`src/rtl/hazard_ctrl.sv`:
```
// hazard_ctrl: RD->EX pipeline interlock controller.
// Detects load-use hazards and inserts LOAD_USE_STALLS bubbles, flushes the
// younger stages on EX-resolved control transfers, and keeps saturating
// stall/flush event counters for performance debug.
module hazard_ctrl #(
    parameter int LOAD_USE_STALLS = 1,
    parameter int CNT_W           = 16
) (
    input  logic             clk,
    input  logic             rst_n,
    input  logic             valid_rd,
    input  logic [2:0]       rs1_rd,
    input  logic [2:0]       rs2_rd,
    input  logic             rs1_used_rd,
    input  logic             rs2_used_rd,
    input  logic             memread_ex,
    input  logic             regwrite_ex,
    input  logic [2:0]       regdst_ex,
    input  logic             branch_taken_ex,
    output logic             pc_stall,
    output logic             ifid_stall,
    output logic             ifid_flush,
    output logic             rdex_bubble,
    output logic [CNT_W-1:0] stall_count,
    output logic [CNT_W-1:0] flush_count
);

    typedef enum logic {
        RUN   = 1'b0,
        STALL = 1'b1
    } state_t;

    localparam logic [2:0] EXTRA_STALLS = 3'(LOAD_USE_STALLS - 1);

    state_t     state;
    state_t     next_state;
    logic [2:0] rem;
    logic [2:0] next_rem;
    logic       load_use;

    // A load in EX whose destination is read by a valid RD instruction.
    always_comb begin
        load_use = valid_rd & memread_ex & regwrite_ex &
                   ((rs1_used_rd & (rs1_rd == regdst_ex)) |
                    (rs2_used_rd & (rs2_rd == regdst_ex)));
    end

    // Mealy control outputs and next state: reset > branch > STALL > load_use > idle.
    always_comb begin
        pc_stall    = 1'b0;
        ifid_stall  = 1'b0;
        ifid_flush  = 1'b0;
        rdex_bubble = 1'b0;
        next_state  = state;
        next_rem    = rem;
        if (!rst_n) begin
            ifid_flush  = 1'b1;
            rdex_bubble = 1'b1;
            next_state  = RUN;
            next_rem    = 3'd0;
        end else if (branch_taken_ex) begin
            ifid_flush  = 1'b1;
            rdex_bubble = 1'b1;
            next_state  = RUN;
            next_rem    = 3'd0;
        end else if (state == STALL) begin
            pc_stall    = 1'b1;
            ifid_stall  = 1'b1;
            rdex_bubble = 1'b1;
            if (rem <= 3'd1) begin
                next_state = RUN;
                next_rem   = 3'd0;
            end else begin
                next_rem   = rem - 3'd1;
            end
        end else if (load_use) begin
            pc_stall    = 1'b1;
            ifid_stall  = 1'b1;
            rdex_bubble = 1'b1;
            if (LOAD_USE_STALLS > 1) begin
                next_state = STALL;
                next_rem   = EXTRA_STALLS;
            end
        end
    end

    // State and remaining-stall register; reset returns to RUN even mid-stall.
    always_ff @(posedge clk) begin
        if (!rst_n) begin
            state <= RUN;
            rem   <= 3'd0;
        end else begin
            state <= next_state;
            rem   <= next_rem;
        end
    end

    // Saturating event counters; reset cycles are never counted.
    always_ff @(posedge clk) begin
        if (!rst_n) begin
            stall_count <= '0;
            flush_count <= '0;
        end else begin
            if (pc_stall && (stall_count != {CNT_W{1'b1}})) begin
                stall_count <= stall_count + 1'b1;
            end
            if (ifid_flush && (flush_count != {CNT_W{1'b1}})) begin
                flush_count <= flush_count + 1'b1;
            end
        end
    end

endmodule
```
`config.mk`:
```
export PLATFORM = sky130hd
export DESIGN_NAME = hazard_ctrl
export DESIGN_NICKNAME = d
export VERILOG_FILES = /design/src/rtl/hazard_ctrl.sv
export SDC_FILE = /design/constraint.sdc
export NUM_CORES = 1
export LEC_CHECK = 0
export ABC_CLOCK_PERIOD_IN_PS = 2000
export CAP_MARGIN = 40
export CORE_ASPECT_RATIO = 0.9
export CORE_UTILIZATION = 44
export DETAILED_ROUTE_END_ITERATION = 8
export HOLD_SLACK_MARGIN = 0.15
export PLACE_DENSITY = 0.84
export SLEW_MARGIN = 20
export SYNTH_ARGS = -nofsm -noshare
export SYNTH_HDL_FRONTEND = slang
export SYNTH_SLANG_ARGS = --single-unit
```
`constraint.sdc`:
```
create_clock -name clk -period 2 [get_ports clk]
set_input_delay 0.5 -clock clk [delete_from_list [all_inputs] [get_ports clk]]
set_output_delay 0.5 -clock clk [all_outputs]
set_load 0.005 [all_outputs]
```
==> impl_metrics.xml <==
<?xml version="1.0" encoding="UTF-8"?>
<metrics>
  <group name="clock_network">
    <metric name="tritoncts" unit="">done</metric>
    <metric name="cts_max_path_buffers" unit="">2</metric>
    <metric name="tritoncts.num_buffers" unit="">5</metric>
    <metric name="cts.root.buffer_cell" unit="">sky130_fd_sc_hd__clkbuf_8</metric>
    <metric name="level_count_of_the_clock_h_tree" unit="">2</metric>
    <metric name="clock_sink_count" unit="">36</metric>
    <metric name="cts-hold-fix-buffers" unit="">0</metric>
    <metric name="clkLatencyLatePin" unit="ns">0.29</metric>
    <metric name="cts_clk_pin_slew_worst_paths" unit="ns">0.07</metric>
  </group>
  <group name="setup_path">
    <metric name="crit-reg2reg-capture" unit="">stall_count[7]</metric>
    <metric name="rrSetupSlack" unit="ns">0.09</metric>
    <metric name="crit_start" unit="">rs1_rd[1]</metric>
    <metric name="worst_r2r_path_depth" unit="">6</metric>
    <metric name="crit_path_start_kind" unit="">primary input</metric>
    <metric name="cp_max_fo" unit="">2</metric>
    <metric name="worst_setup_path_endpoint" unit="">pc_stall</metric>
    <metric name="cp.required" unit="ns">1.50</metric>
    <metric name="critPathKind" unit="">primary input to output pin</metric>
    <metric name="reg2reg_from" unit="">stall_count[4]</metric>
    <metric name="worstPathArrival" unit="ns">1.44</metric>
    <metric name="timing.critical_path.to_type" unit="">output pin</metric>
  </group>
  <group name="grt">
    <metric name="grt_usage" unit="%">22.8</metric>
    <metric name="grt-ovfl-total" unit="">0</metric>
    <metric name="antenna_violations_before_repair" unit="">0</metric>
    <metric name="wire_length_of_the_first_global_routing_pass" unit="um">8610</metric>
    <metric name="largest_net_degree_at_the_start_of_global_routing" unit="">40</metric>
    <metric name="via_count_of_the_first_global_routing_pass" unit="">1924</metric>
  </group>
  <group name="floorplan">
    <metric name="die_boundary_width" unit="um">73.8</metric>
    <metric name="area_of_the_core_region" unit="um^2">4460</metric>
    <metric name="die_area" unit="um^2">4920</metric>
    <metric name="design.portCount" unit="">53</metric>
    <metric name="chipHeight" unit="um">66.6</metric>
    <metric name="num_rows" unit="">23</metric>
    <metric name="starting_utilization_of_the_core_area" unit="%">45.8</metric>
  </group>
  <group name="synthesis">
    <metric name="syn_inst" unit="">234</metric>
    <metric name="netlist-cell-type-count" unit="">51</metric>
    <metric name="postSynth.topFlopCell" unit="">sky130_fd_sc_hd__dfxtp_1</metric>
    <metric name="ff_latch_count_synth" unit="">36</metric>
    <metric name="yosys_warnings" unit="">0</metric>
    <metric name="yosysSeqAreaShare" unit="%">35.3</metric>
    <metric name="synth_edf_count" unit="">0</metric>
    <metric name="synthArstFlopShare" unit="%">0</metric>
    <metric name="synth_area_per_cell" unit="um^2">8.73</metric>
    <metric name="post_synthesis_cell_area" unit="um^2">2040</metric>
    <metric name="synthesis.nets" unit="">255</metric>
  </group>
  <group name="finish">
    <metric name="final_net_count" unit="">336</metric>
    <metric name="antenna-diode-count" unit="">0</metric>
    <metric name="post_route_cells_drive_above_1_share" unit="%">24.4</metric>
    <metric name="synthToLayoutAreaGrowth" unit="%">44.4</metric>
    <metric name="layout.cell_area.non_filler" unit="um^2">2950</metric>
  </group>
  <group name="timing">
    <metric name="clock-skew-final" unit="ns">0.00688</metric>
    <metric name="timing_max_transition_violations_final" unit="">0</metric>
    <metric name="final.hold.worst_slack" unit="ns">0.482</metric>
    <metric name="fraction_of_the_cycle_the_final_worst_path_needs" unit="%">97.2</metric>
    <metric name="finalSetupViolCount" unit="">0</metric>
    <metric name="finalWorstSetupSlack" unit="ns">0.0558</metric>
    <metric name="maxClockFrequency" unit="GHz">0.514</metric>
    <metric name="worstMarginPinSlew" unit="ns">0.352</metric>
    <metric name="timing.slew.headroom" unit="%">76.3</metric>
    <metric name="final_hold_viol_count" unit="">0</metric>
    <metric name="min_period" unit="ns">1.94</metric>
  </group>
  <group name="worst_hold_path">
    <metric name="hp-class" unit="">flip-flop to flip-flop</metric>
  </group>
  <group name="placed_design">
    <metric name="placed_area" unit="um^2">2790</metric>
    <metric name="io_buffer_count" unit="">52</metric>
    <metric name="dp_slack" unit="ns">-0.695</metric>
    <metric name="place.gp.congestion" unit="">0.814</metric>
    <metric name="dp.final_hpwl" unit="um">3680</metric>
  </group>
  <group name="detailed_routing">
    <metric name="drt_iter0_drc" unit="">81</metric>
    <metric name="route.detailed.drc" unit="">0</metric>
    <metric name="wirelength" unit="um">5340</metric>
    <metric name="postRouteAntennaNets" unit="">0</metric>
    <metric name="vias" unit="">2046</metric>
    <metric name="routed_wire_length_per_instance" unit="um">14.2</metric>
    <metric name="detail_route.vias_per_cell" unit="">5.43</metric>
    <metric name="first_pass_iters" unit="">4</metric>
  </group>
  <group name="power">
    <metric name="leakagePower" unit="nW">1.10</metric>
    <metric name="largest_vdd_supply_drop" unit="V">0.000418</metric>
    <metric name="power_density" unit="nW/um^2">460</metric>
  </group>
  <group name="job">
    <metric name="max_cap_violations" unit="">0</metric>
  </group>
  <group name="run_status">
    <metric name="result_of_the_run" unit="">finished clean</metric>
  </group>
</metrics>
## registers in the layout, indices dropped and copies added, names as in the netlist
signal,count
flush_count,16
stall_count,16
rem,3
state,1
## stage by stage
stage               power, W  utilization, %  setup TNS (ns)  instances
floorplan           0.000808               -               0        234
global placement    0.000871            62.6          -10.01        363
detailed placement  0.000874            62.6          -10.95        363
CTS                  0.00137            65.8               0        375
global route         0.00141            66.1         -0.0512        377
finish               0.00136            66.1               0        377
## how the worst min path moves through the flow
stage,end,cells after the start,startpoint
after CTS,rem[1],2,rem[1]
after global placement,rem[1],2,rem[1]
after floorplan,rem[1],2,rem[1]
after detailed placement,rem[1],2,rem[1]
final,rem[1],2,rem[1]
after global routing,rem[1],2,rem[1]
## metal layers
metal  GRT usage, %  part of all wire, %  up-vias
met5              0                    0        -
met4           8.41                  1.5        0
met3           6.20                  6.4        8
met2           37.6                   48       51
met1           28.3                   44      972
li1               -                    -     1015
## logic make-up (layout without fill, tap and decap cells)
logic type	count (synthesis)	after routing	share of synthesized area [%]
adders and majority gates	4	4	2.45
AOI/OAI and AO/OA	36	36	13.8
DFF	36	36	35.3
xor gates and xnor gates	19	19	8.14
buffers and inverters	20	101	5.14
and+or+nand+nor	111	111	31.2
muxes	8	8	3.98
## final cells by class
| cell class | instances | area, um^2 |
|---|---|---|
| clock inverter | 1 | 5.00 |
| clock buffer | 6 | 72.6 |
| tap | 62 | 77.6 |
| multi-input combinational | 178 | 1280 |
| sequential | 36 | 723 |
| fill | 360 | 1510 |
| inverter | 7 | 26.3 |
| timing repair buffer | 87 | 764 |
## placed cells by master (no fill, tap or decap), types with 2 or more instances in the layout
cell	count
sky130_fd_sc_hd__dfxtp_1	34
sky130_fd_sc_hd__clkdlybuf4s50_1	32
sky130_fd_sc_hd__buf_4	29
sky130_fd_sc_hd__nand2_1	26
sky130_fd_sc_hd__nand4_1	14
sky130_fd_sc_hd__and2_1	14
sky130_fd_sc_hd__xnor2_1	12
sky130_fd_sc_hd__nand3_1	9
sky130_fd_sc_hd__dlygate4sd2_1	8
sky130_fd_sc_hd__inv_1	7
sky130_fd_sc_hd__mux2i_1	7
sky130_fd_sc_hd__nor4_1	7
sky130_fd_sc_hd__nor2_1	6
sky130_fd_sc_hd__nand2b_1	6
sky130_fd_sc_hd__nor3_1	6
sky130_fd_sc_hd__a21oi_1	6
sky130_fd_sc_hd__buf_2	6
sky130_fd_sc_hd__xor2_1	5
sky130_fd_sc_hd__clkbuf_8	5
sky130_fd_sc_hd__and3_1	4
sky130_fd_sc_hd__and4_1	4
sky130_fd_sc_hd__o21a_1	4
sky130_fd_sc_hd__buf_6	4
sky130_fd_sc_hd__a21boi_2	3
sky130_fd_sc_hd__or4_4	3
sky130_fd_sc_hd__o41ai_1	3
sky130_fd_sc_hd__o31a_2	3
sky130_fd_sc_hd__ha_1	3
sky130_fd_sc_hd__clkbuf_2	3
sky130_fd_sc_hd__xnor2_2	2
sky130_fd_sc_hd__a211oi_1	2
sky130_fd_sc_hd__o21ai_0	2
sky130_fd_sc_hd__o31ai_1	2
sky130_fd_sc_hd__o311ai_1	2
sky130_fd_sc_hd__clkdlybuf4s15_1	2
sky130_fd_sc_hd__dfxtp_2	2
## power by group
group	switching [W]	total, W	internal (W)
registers	0.00000792	0.000731	0.000723
clock network	0.000252	0.000489	0.000237
logic	0.0000649	0.000137	0.0000722
total	0.000325	0.00136	0.00103
## timing repair
action | in CTS | in global routing
pin swaps | 19 | 8
resized for setup | 65 | 6
endpoints found under the setup margin | 21 | 8
setup buffers | 5 | 2
## worst max-delay path, stage by stage
cell and delay [ns]:
sky130_fd_sc_hd__clkdlybuf4s15_2 0.19, sky130_fd_sc_hd__xnor2_2 0.13, sky130_fd_sc_hd__nand4_1 0.15, sky130_fd_sc_hd__and3b_2 0.25, sky130_fd_sc_hd__nor2_4 0.10, sky130_fd_sc_hd__buf_2 0.12
## cells in the mapped netlist (all sizes together) (2+ instances only)
| master | n | area (um^2) |
|---|---|---|
| a211oi | 2 | 15.0 |
| a21boi | 3 | 30.0 |
| or3 | 3 | 20.0 |
| clkbuf | 7 | 36.3 |
| dfxtp | 36 | 721 |
| nand3 | 10 | 55.1 |
| nand4 | 14 | 87.6 |
| or4 | 3 | 28.8 |
| and4 | 4 | 35.0 |
| ha | 4 | 50.1 |
| inv | 7 | 26.3 |
| a21oi | 6 | 30.0 |
| nand2 | 26 | 97.6 |
| nor4 | 7 | 43.8 |
| o21a | 4 | 30.0 |
| o21ai | 3 | 15.0 |
| xnor2 | 14 | 123 |
| o31ai | 2 | 15.0 |
| mux2i | 7 | 70.1 |
| nor3 | 7 | 46.3 |
| buf | 5 | 33.8 |
| and2 | 14 | 87.6 |
| o41ai | 4 | 35.0 |
| nor2 | 7 | 26.3 |
| xor2 | 5 | 43.8 |
| and3 | 5 | 31.3 |
| o311ai | 3 | 26.3 |
| o31a | 3 | 30.0 |
| nand2b | 6 | 37.5 |
(Power assumes the default switching activity.)
